File: src/rtl/ifu_prefetch.sv
// Instruction-fetch unit: issues requests to a 1-cycle-latency instruction RAM,
// buffers responses in a prefetch queue and presents them to decode with valid/ready.
module ifu_prefetch #(
  parameter int                ADDR_W     = 32,
  parameter logic [ADDR_W-1:0] RESET_PC   = '0,
  parameter int                FIFO_DEPTH = 4
) (
  input  logic                        clk,
  input  logic                        rst,
  output logic                        inst_req,
  output logic [ADDR_W-1:0]           inst_addr,
  input  logic [31:0]                 inst_in,
  input  logic                        redirect_valid,
  input  logic [ADDR_W-1:0]           redirect_pc,
  output logic                        out_valid,
  input  logic                        out_ready,
  output logic [ADDR_W-1:0]           out_pc,
  output logic [31:0]                 out_inst,
  output logic [$clog2(FIFO_DEPTH):0] fifo_cnt
);

  localparam int PTR_W = $clog2(FIFO_DEPTH);
  localparam int CNT_W = PTR_W + 1;

  logic [ADDR_W-1:0] fetch_pc;
  logic [ADDR_W-1:0] pending_pc;
  logic              pending;
  logic [PTR_W-1:0]  rd_ptr;
  logic [PTR_W-1:0]  wr_ptr;
  logic [CNT_W-1:0]  cnt;
  logic [ADDR_W-1:0] mem_pc   [FIFO_DEPTH];
  logic [31:0]       mem_inst [FIFO_DEPTH];
  logic [CNT_W:0]    used;
  logic              push;
  logic              pop;
  logic              unused_low_bits;

  assign unused_low_bits = ^redirect_pc[1:0];

  // Credit counts the in-flight fetch, so a returning response always has a slot.
  always_comb begin
    used      = {1'b0, cnt} + (CNT_W + 1)'(pending);
    inst_req  = !rst && !redirect_valid && (used < (CNT_W + 1)'(FIFO_DEPTH));
    inst_addr = fetch_pc;
    out_valid = (cnt != '0) && !redirect_valid;
    out_pc    = mem_pc[rd_ptr];
    out_inst  = mem_inst[rd_ptr];
    fifo_cnt  = cnt;
    push      = pending && !redirect_valid;
    pop       = out_valid && out_ready;
  end

  always_ff @(posedge clk or posedge rst) begin
    if (rst) begin
      fetch_pc   <= RESET_PC;
      pending_pc <= '0;
      pending    <= 1'b0;
      rd_ptr     <= '0;
      wr_ptr     <= '0;
      cnt        <= '0;
      for (int unsigned i = 0; i < FIFO_DEPTH; i++) begin
        mem_pc[i]   <= '0;
        mem_inst[i] <= '0;
      end
    end else if (redirect_valid) begin
      fetch_pc <= {redirect_pc[ADDR_W-1:2], 2'b00};
      pending  <= 1'b0;
      rd_ptr   <= '0;
      wr_ptr   <= '0;
      cnt      <= '0;
    end else begin
      pending <= inst_req;
      if (inst_req) begin
        pending_pc <= fetch_pc;
        fetch_pc   <= fetch_pc + ADDR_W'(4);
      end
      if (push) begin
        mem_pc[wr_ptr]   <= pending_pc;
        mem_inst[wr_ptr] <= inst_in;
        wr_ptr           <= wr_ptr + PTR_W'(1);
      end
      if (pop) begin
        rd_ptr <= rd_ptr + PTR_W'(1);
      end
      case ({push, pop})
        2'b10:   cnt <= cnt + CNT_W'(1);
        2'b01:   cnt <= cnt - CNT_W'(1);
        default: cnt <= cnt;
      endcase
    end
  end

endmodule

File: config.mk
export PLATFORM = sky130hd
export DESIGN_NAME = ifu_prefetch
export DESIGN_NICKNAME = d
export VERILOG_FILES = /design/src/rtl/ifu_prefetch.sv
export SDC_FILE = /design/constraint.sdc
export NUM_CORES = 1
export LEC_CHECK = 0
export CAP_MARGIN = 40
export CORE_UTILIZATION = 56
export DETAILED_ROUTE_END_ITERATION = 7
export HOLD_SLACK_MARGIN = 0.03
export PLACE_DENSITY = 0.87
export SLEW_MARGIN = 20
export SYNTH_ARGS = -nofsm -noshare
export SYNTH_HDL_FRONTEND = slang
export SYNTH_SLANG_ARGS = --single-unit
File: constraint.sdc
create_clock -name clk -period 12.1 [get_ports clk]
set_clock_uncertainty 0.1 [all_clocks]
set_input_delay 1.815 -clock clk [delete_from_list [all_inputs] [get_ports clk]]
set_output_delay 1.815 -clock clk [all_outputs]
set_load 0.01 [all_outputs]
==> results of run 1 <==
==> path summary, 6_finish.rpt <==
check / start / to / depth (start not counted)
worst min register to register: mem_pc[120] / mem_pc[120] / 1
worst min-delay path: mem_pc[120] / mem_pc[120] / 1
min in group asynchronous: rst / fifo_cnt[0] / 2
max in group asynchronous: rst / mem_inst[113] / 5
worst max-delay path: rst / inst_req / 6
worst max register to register: pending / inst_addr[7] / 8
==> cells in the final DEF (no fill, tap or decap), types with 3 or more instances in the layout <==
cell / synthesis / final
nand4_1: 11 / 11
o21ai_0: 12 / 12
buf_16: 0 / 3
conb_1: 1 / 4
o311ai_0: 7 / 7
buf_12: 0 / 5
o211ai_1: 14 / 14
clkdlybuf4s50_1: 0 / 161
mux4_2: 62 / 62
mux2_2: 226 / 226
clkbuf_16: 0 / 35
nand2_1: 124 / 120
xnor2_1: 4 / 4
and4_1: 3 / 3
nor3_1: 3 / 3
nand2_4: 0 / 4
dfrtp_1: 316 / 314
nor2_1: 20 / 20
a22oi_1: 4 / 4
clkbuf_8: 0 / 13
a21oi_1: 3 / 3
inv_1: 8 / 7
clkbuf_1: 10 / 6
and3_1: 9 / 9
nand3_1: 21 / 21
mux2_1: 22 / 22
buf_4: 5 / 5
ha_1: 5 / 5
xor2_1: 3 / 3
and2_1: 4 / 4
mux2i_1: 6 / 6
==> power breakdown <==
group          internal, W  leakage, nW  total [W]  switching, W
combinational     0.000774         3.20    0.00123      0.000452
clock             0.000651        0.572    0.00106      0.000404
sequential         0.00137         4.12    0.00163      0.000258
total              0.00279         7.90    0.00391       0.00111
==> per-layer routing <==
metal	wire (um)	GRT usage	share of wire	vias to the layer above
li1	-	-	-	3885
met1	12900	0.338	0.42	4591
met2	15600	0.421	0.51	298
met3	1820	0.0460	0.059	40
met4	436	0.0619	0.014	0
met5	0	0	0	-
==> cells by family (layout without fill, tap and decap cells) <==
group / count (synthesis) / count (layout) / synth area share
AO/OA/AOI/OAI: 55 / 55 / 0.0294
XOR/XNOR: 7 / 7 / 0.00437
adder cells (fa/ha/maj): 6 / 6 / 0.00589
buffers and inverters: 73 / 244 / 0.0255
flip-flops: 316 / 316 / 0.564
multiplexers: 316 / 316 / 0.303
other: 1 / 4 / 0.000268
AND/OR/NAND/NOR: 208 / 208 / 0.0671
==> state kept, by name (all words and copies together), names as in the netlist <==
| signal | flops |
|---|---|
| pending_pc | 30 |
| wr_ptr | 2 |
| fifo_cnt | 3 |
| pending | 1 |
| inst_addr | 30 |
| rd_ptr | 2 |
| mem_pc | 120 |
| mem_inst | 128 |
==> stage by stage <==
stage	utilization	std cells
floorplan	-	985
global placement	0.646	1412
detailed placement	0.654	1421
CTS	0.701	1480
global route	0.701	1480
finish	0.701	1480
==> area by class of cell <==
| class | count | area [um2] | area share |
|---|---|---|---|
| clock buffer | 54 | 1080 | 0.0628 |
| multi-input combinational | 596 | 5790 | 0.338 |
| timing repair buffer | 176 | 1850 | 0.108 |
| sequential | 316 | 7920 | 0.461 |
| clock inverter | 5 | 78.8 | 0.00459 |
| tap | 324 | 405 | 0.0236 |
| inverter | 9 | 41.3 | 0.00241 |
==> reports/qor.csv, run 1 <==
metric,value,unit
number of flops mapped to enable cells by yosys,0,
post-route cell area,17200,um2
Residual DRC,0,
crit path launch type,input port,
Slew Limit Fails,0,
die height,160,um
initial antenna violation count,0,
Place WS,6.45,ns
crit path cell chain,clkdlybuf4s50_1 > nor3_2 > nand2_2 > buf_4 > inv_1 > clkdlybuf4s50_1,
final net count,1207,
RSZ-0062 raised after global routing,no,
Crit path top cell by count,clkdlybuf4s50_1,
area share of the largest cell type after synthesis,0.564,
number of synthesized register bits,316,
Setup Buffers After CTS,0,
WP data arrival,3.75,ns
CP Class,input port to output port,
maxcap violations,0,
Post-CTS Hold Buffers,0,
Slew @ Worst Pin,0.817,ns
Final min period,5.67,ns
post-synth top area cell,dfrtp_1,
TritonRoute pass-1 iters,5,
reg-to-reg setup timing slack,9.06,ns
Root Buffer Master,clkbuf_16,
port buffer count,162,
placed cell areas,16000,um2
post-cts repair resize count,0,
largest net degree at the start of global routing,105,
delay of the slowest cell on the worst path,0.53,ns
Hold Crit Class,flop to flop,
Mapped Area,14000,um2
yosys warns,0,
Final setup viols,0,
crit-path max FO,52,
wire length per cell,20.8,um
WL final,30.8,mm
ratio of cells with drive above 1 in the final layout,0.319,
Tot Pwr,0.00391,W
Placer Congestion,0.797,
Fin. Hold Viols,0,
status,"complete, no violations",
vias in the first global route,9277,
LEAKAGE,7.90,nW
grt ovf,0,
FILL cells,1619,
core box area,24500,um2
family with the most delay on the worst path,buffers and inverters,
final setup TNS,0,ns
starting density of the core,0.573,
Worst setup EP type,output port,
post-route setup slack,6.43,ns
I/O pin cnt,169,
slowest CP cell,clkdlybuf4s50_1,
Synth area leaders,"dfrtp_1 56%, mux2_2 18%, mux4_2 10%",
fin crit share,0.468,
maximum VDD drop,0.000138,V
FMAX,176,MHz
Vias,8814,
Commonest cells post-synth,"316 x dfrtp_1, 226 x mux2_2, 124 x nand2_1, 62 x mux4_2, 46 x buf_2",
WP buf/inv,4,
Area Overhead vs Synth,22.4,%
CTS Buf Count,34,
n_diodes,0,
syn_area_per_cell,14.3,um2
Detail Route Antenna Nets,0,
CTS H-tree lvls,2,
Die Area,25700,um2
Max clock buf depth,3,
share of flip-flops with an asynchronous set or reset,1.00,
die width,160,um
DR vias/cell,5.96,
predominant post-synthesis flop cell,dfrtp_1,
max_slew headroom,0.454,
CTS tree,yes,
FP Rows,57,
DR iter-0 viols,748,
sequential share of the synthesized area,0.564,
worst hold margin,0.391,ns
hpwl dp,18.7,mm
pwr dens,228,nW/um2
Netlist cell types,52,
first-pass GRT wire length,50.5,mm
Clock Sinks,316,
most common cell in the synthesized netlist,dfrtp_1,
worst skew pair latency,0.50,ns
CP Data Required Time,10.18,ns
Clock Pin Slew Worst Setup and Hold Paths,0.06,ns
GRT Total Usage,0.250,
Syn Inst Count,982,
(Power assumes the default switching activity.)
==> run 2, diff against run 1 <==
==> constraint.sdc (replaced) <==
create_clock -name clk -period 5.23 [get_ports clk]
set_clock_uncertainty 0.1 [all_clocks]
set_input_delay 0.7845 -clock clk [delete_from_list [all_inputs] [get_ports clk]]
set_output_delay 0.7845 -clock clk [all_outputs]
set_load 0.01 [all_outputs]
==> run 2 against run 1 <==
Compared with the run above:
- first-iteration DRC count fell by 26%
- clock power up 120%
- combinational power is 130% higher
- utilization down 0.34 points
- global-route usage fell by 0.17 points
==> reports/qor.csv, run 2 (same netlist as run 1, synthesis figures left out) <==
metric,value,unit,change
Post-CTS Hold Buffers,0,,unchanged
die width,160,um,unchanged
reg-to-reg setup timing slack,2.53,ns,was 9.06 ns
Largest Register,mem_inst,,unchanged
Placer Congestion,0.798,,was 0.797
Hold Crit Class,flop to flop,,unchanged
Clock Pin Slew Worst Setup and Hold Paths,0.06,ns,about the same
busiest layer in global routing,met2,,unchanged
max reg flops,128,,unchanged
LEAKAGE,7.84,nW,was 7.90 nW
"commonest non-fill, non-tap cell in the layout",dfrtp_1,,unchanged
initial antenna violation count,0,,unchanged
GRT Total Usage,0.248,,was 0.250
TritonRoute pass-1 iters,5,,unchanged
status,"complete, no violations",,unchanged
wire length per cell,20.8,um,about the same
CTS tree,yes,,unchanged
FMAX,267,MHz,
DR iter-0 viols,550,,was 748
Clock Sinks,316,,unchanged
Setup Buffers After CTS,0,,unchanged
port buffer count,162,,unchanged
biggest regs,"mem_inst x128, mem_pc x120",,unchanged
post-route setup slack,1.48,ns,was 6.43 ns
Vias,8814,,unchanged
CTS H-tree lvls,2,,unchanged
first-pass GRT wire length,50.2,mm,was 50.5 mm
pwr dens,521,nW/um2,was 228 nW/um2
hpwl dp,19.0,mm,was 18.7 mm
Final min period,3.75,ns,
vias in the first global route,9391,,"was 9,277"
CP Class,flop to output port,,was input port to output port
Worst setup EP type,output port,,unchanged
n_diodes,0,,unchanged
crit-path max FO,33,,was 52
post-cts repair resize count,0,,unchanged
WL final,30.7,mm,was 30.8 mm
Slew Limit Fails,0,,unchanged
met1 GRT Util,0.342,,was 0.338
maxcap violations,0,,unchanged
max_slew headroom,0.497,,was 0.454
met3 usage,0.0405,,was 0.0460
starting density of the core,0.573,,unchanged
CP Data Required Time,4.35,ns,was 10.18 ns
most frequent cells in the layout,"314 x dfrtp_1, 226 x mux2_2, 161 x clkdlybuf4s50_1",,unchanged
CTS Buf Count,34,,unchanged
final net count,1207,,unchanged
maximum VDD drop,0.000395,V,was 0.000138 V
die height,160,um,unchanged
fin crit share,0.717,,
Final setup viols,0,,unchanged
Root Buffer Master,clkbuf_16,,unchanged
Die Area,25700,um2,unchanged
I/O pin cnt,169,,unchanged
RSZ-0062 raised after global routing,no,,unchanged
Fin. Hold Viols,0,,unchanged
crit path launch type,flop,,was input port
Place WS,1.66,ns,was 6.45 ns
ratio of cells with drive above 1 in the final layout,0.313,,was 0.319
Slew @ Worst Pin,0.755,ns,was 0.817 ns
Finished Core Util,0.698,,was 0.701
WP data arrival,2.87,ns,was 3.75 ns
Area Overhead vs Synth,21.8,%,was 22.4%
grt ovf,0,,unchanged
largest net degree at the start of global routing,142,,was 105
DR vias/cell,5.96,,about the same
Detail Route Antenna Nets,0,,unchanged
Residual DRC,0,,unchanged
FILL cells,1600,,"was 1,619"
Max clock buf depth,3,,unchanged
FP Rows,57,,unchanged
final setup TNS,0,ns,unchanged
worst skew pair latency,0.52,ns,was 0.50 ns
GR Util met2,0.412,,was 0.421
core box area,24500,um2,unchanged
==> run 2: cell types whose count changed in the layout (fill, tap and decap cells not counted), sizes merged <==
cell | previous run | this run
clkinvlp | 0 | 1
clkbuf | 54 | 53
bufinv | 2 | 1
==> run 2: routing by layer <==
layer	part of all wire	routed length [um]
met5	0	0
met4	0.020	602
met3	0.053	1620
met2	0.50	15300
met1	0.43	13200
==> run 2: path summary, 6_finish.rpt <==
path	start	to	depth (start not counted)
setup / recovery	rd_ptr[0]	out_pc[14]	3
max in group asynchronous	rst	mem_inst[96]	4
min in group asynchronous	rst	mem_pc[66]	2
setup reg to reg	fifo_cnt[2]	inst_addr[25]	6
hold / removal	mem_pc[35]	mem_pc[35]	1
hold reg to reg	mem_pc[35]	mem_pc[35]	1
==> run 2: cell type report <==
type                       count  area (um2)  share of cell area
clock buffer                  53         992              0.0581
clock inverter                 5        68.8             0.00403
inverter                       9        37.5             0.00220
multi-input combinational    596        5790               0.339
sequential                   316        7920               0.464
tap                          324         405              0.0237
timing repair buffer         176        1860               0.109
==> run 2: worst max-delay path, cell delays in order (launching register included) <==
cell             delay, ns
dfrtp_4               0.85
buf_12                0.36
mux4_2                0.59
clkdlybuf4s50_1       0.51
==> run 2: where the power goes <==
group	switching [W]	internal, W
sequential	0.000586	0.00317
clock	0.000933	0.00135
combinational	0.00106	0.00180
total	0.00258	0.00632
==> run 2: per-stage QoR <==
stage | hold WS, ns | instance area, um2 | instances | power (W)
3_3_place_gp | 0.368 | 15900 | 1415 | 0.00652
5_1_grt | 0.403 | 17100 | 1479 | 0.00935
6_report | 0.385 | 17100 | 1479 | 0.00890
2_1_floorplan | 0.359 | 14000 | 985 | 0.00534
4_1_cts | 0.390 | 17100 | 1479 | 0.00898
3_5_place_dp | 0.377 | 16000 | 1421 | 0.00666
==> run 3, diff against run 2 <==
==> constraint.sdc (replaced) <==
create_clock -name clk -period 3.6 [get_ports clk]
set_clock_uncertainty 0.1 [all_clocks]
set_input_delay 0.54 -clock clk [delete_from_list [all_inputs] [get_ports clk]]
set_output_delay 0.54 -clock clk [all_outputs]
set_load 0.01 [all_outputs]
==> run 3 against run 2 <==
Compared with the run above:
- power grew 48%
- flip-flop and latch count is the same
- clock power grew 52%
- register-to-register slack lost 1.4 ns
- utilization grew 0.56 points
- largest cell class unchanged
- worst setup slack lost 1.1 ns
- sequential power grew 45%
- critical endpoint is now out_inst[13]
- highest routed layer is now met5
- final area grew 0.81%
- via count grew 0.36%
==> reports/qor.csv, run 3 (same netlist as run 1, synthesis figures left out) <==
metric,value,unit,change
Hold Crit Class,input port to async pin,,was flop to flop
FMAX,306,MHz,
WL final,31.2,mm,was 30.7 mm
ratio of cells with drive above 1 in the final layout,0.326,,was 0.313
Clock Sinks,316,,unchanged
Residual DRC,0,,unchanged
max_slew headroom,0.517,,was 0.497
pwr dens,763,nW/um2,was 521 nW/um2
most frequent cells in the layout,"314 x dfrtp_1, 226 x mux2_2, 161 x clkdlybuf4s50_1",,unchanged
P_sw,0.00378,W,was 0.00258 W
GRT Total Usage,0.254,,was 0.248
CTS Buf Count,34,,unchanged
multi-input logic area,5790,um2,unchanged
delay of the slowest cell on the worst path,0.73,ns,was 0.85 ns
Detail Route Antenna Nets,0,,unchanged
WP data arrival,2.62,ns,was 2.87 ns
Largest Register,mem_inst,,unchanged
Gate power share,0.322,,was 0.321
maxcap violations,0,,unchanged
CP Data Required Time,2.96,ns,was 4.35 ns
final net count,1217,,"was 1,207"
I/O pin cnt,169,,unchanged
biggest regs,"mem_inst x128, mem_pc x120",,unchanged
CTS H-tree lvls,2,,unchanged
Final setup viols,0,,unchanged
Area Overhead vs Synth,22.8,%,was 21.8%
CTS tree,yes,,unchanged
TritonRoute pass-1 iters,5,,unchanged
"commonest non-fill, non-tap cell in the layout",dfrtp_1,,unchanged
slowest CP cell,dfrtp_4,,unchanged
DR iter-0 viols,740,,was 550
die width,160,um,unchanged
placed cell areas,16100,um2,"was 16,000 um2"
sw frac,0.288,,was 0.290
wire length per cell,20.9,um,was 20.8 um
vias in the first global route,9371,,"was 9,391"
CP Class,flop to output port,,unchanged
crit path cell chain,buf_12 > mux4_2 > clkdlybuf4s50_1,,unchanged
Max clock buf depth,3,,unchanged
cells on worst reg2reg path,4,,was 6
largest net degree at the start of global routing,83,,was 142
Vias,8846,,"was 8,814"
Place WS,0.642,ns,was 1.66 ns
Slew @ Worst Pin,0.724,ns,was 0.755 ns
grt ovf,0,,unchanged
fin crit share,0.906,,
Clock Pin Slew Worst Setup and Hold Paths,0.06,ns,about the same
starting density of the core,0.573,,unchanged
register area,7920,um2,unchanged
worst skew pair latency,0.51,ns,was 0.52 ns
FP Rows,57,,unchanged
status,"complete, no violations",,unchanged
Root Buffer Master,clkbuf_16,,unchanged
Slew Limit Fails,0,,unchanged
Worst setup EP type,output port,,unchanged
hpwl dp,19.6,mm,was 19.0 mm
max reg flops,128,,unchanged
clock share of power,0.265,,was 0.257
crit-path max FO,28,,was 33
post-route cell area,17200,um2,"was 17,100 um2"
crit path launch type,flop,,unchanged
core box area,24500,um2,unchanged
Final min period,3.26,ns,
LEAKAGE,7.93,nW,was 7.84 nW
RSZ-0062 raised after global routing,no,,unchanged
Placer Congestion,0.805,,was 0.798
Pint,0.00936,W,was 0.00632 W
initial antenna violation count,2,,was 0
post-route setup slack,0.337,ns,was 1.48 ns
Setup Buffers After CTS,0,,unchanged
DR vias/cell,5.93,,was 5.96
FILL cells,1619,,"was 1,600"
Die Area,25700,um2,unchanged
die height,160,um,unchanged
Seq pwr share,0.412,,was 0.422
Post-CTS Hold Buffers,0,,unchanged
post-cts repair resize count,0,,unchanged
port buffer count,162,,unchanged
Fin. Hold Viols,0,,unchanged
first-pass GRT wire length,50.9,mm,was 50.2 mm
maximum VDD drop,0.000416,V,was 0.000395 V
run 3: cell types whose count changed in the layout (fill, tap and decap cells not counted):
cell	previous run	this run
clkbuf_16	34	35
bufinv_16	1	2
buf_12	5	11
buf_16	4	0
clkbuf_1	12	6
clkinv_2	1	7
buf_4	5	13
inv_6	2	1
clkinv_8	1	0
clkbuf_8	7	9
diode_2	0	1
run 3: worst paths after layout:
check                                     from  slack (ns)      endpoint
max in group asynchronous                  rst        2.25   mem_pc[109]
worst min register to register      mem_pc[28]        0.39    mem_pc[28]
min in group clk                redirect_valid        0.31     rd_ptr[0]
worst max-delay path                 rd_ptr[0]        0.34  out_inst[13]
worst min-delay path                       rst        0.22       pending
worst max register to register         pending        1.09     mem_pc[9]
run 3: layout make-up:
| type | count | share of cell area |
|---|---|---|
| clock buffers | 50 | 0.0594 |
| well taps | 324 | 0.0236 |
| repair buffers | 186 | 0.112 |
| clock inverters | 10 | 0.00603 |
| flip-flops and latches | 316 | 0.460 |
| inverters | 9 | 0.00218 |
| multi-input cells | 596 | 0.336 |
| diodes | 1 | 0.000145 |
run 3: stage by stage:
| stage | TNS, ns | instances | hold WS (ns) | total power [W] | util |
|---|---|---|---|---|---|
| 6_report | 0 | 1492 | 0.216 | 0.0131 | 0.704 |
| 5_1_grt | 0 | 1492 | 0.196 | 0.0138 | 0.704 |
| 4_1_cts | 0 | 1490 | 0.289 | 0.0132 | 0.703 |
| 3_5_place_dp | 0 | 1430 | 0.379 | 0.00972 | 0.657 |
| 3_3_place_gp | 0 | 1429 | 0.369 | 0.00953 | 0.656 |
| 2_1_floorplan | -395.27 | 985 | 0.359 | 0.00775 | - |
run 3: worst max-delay path: cells and delay by family (launching register included):
family   cells  cell delay [ns]
buf+inv      2             0.81
mux          1             0.57
flops        1             0.73
run 3: metal layers:
layer / vias up / global-route usage / share of wire
li1: 3903 / - / -
met1: 4567 / 0.343 / 0.42
met2: 313 / 0.418 / 0.50
met3: 61 / 0.0462 / 0.063
met4: 2 / 0.0844 / 0.023
met5: - / 0 / 0.00026
run 3: power by group through the flow:
stage               combinational [W]  sequential, W  clock [W]
finish                        0.00423        0.00542    0.00348
global route                  0.00452        0.00558    0.00370
CTS                           0.00428        0.00541    0.00355
detailed placement            0.00426        0.00547          0
global placement              0.00415        0.00538          0
floorplan                     0.00261        0.00514          0
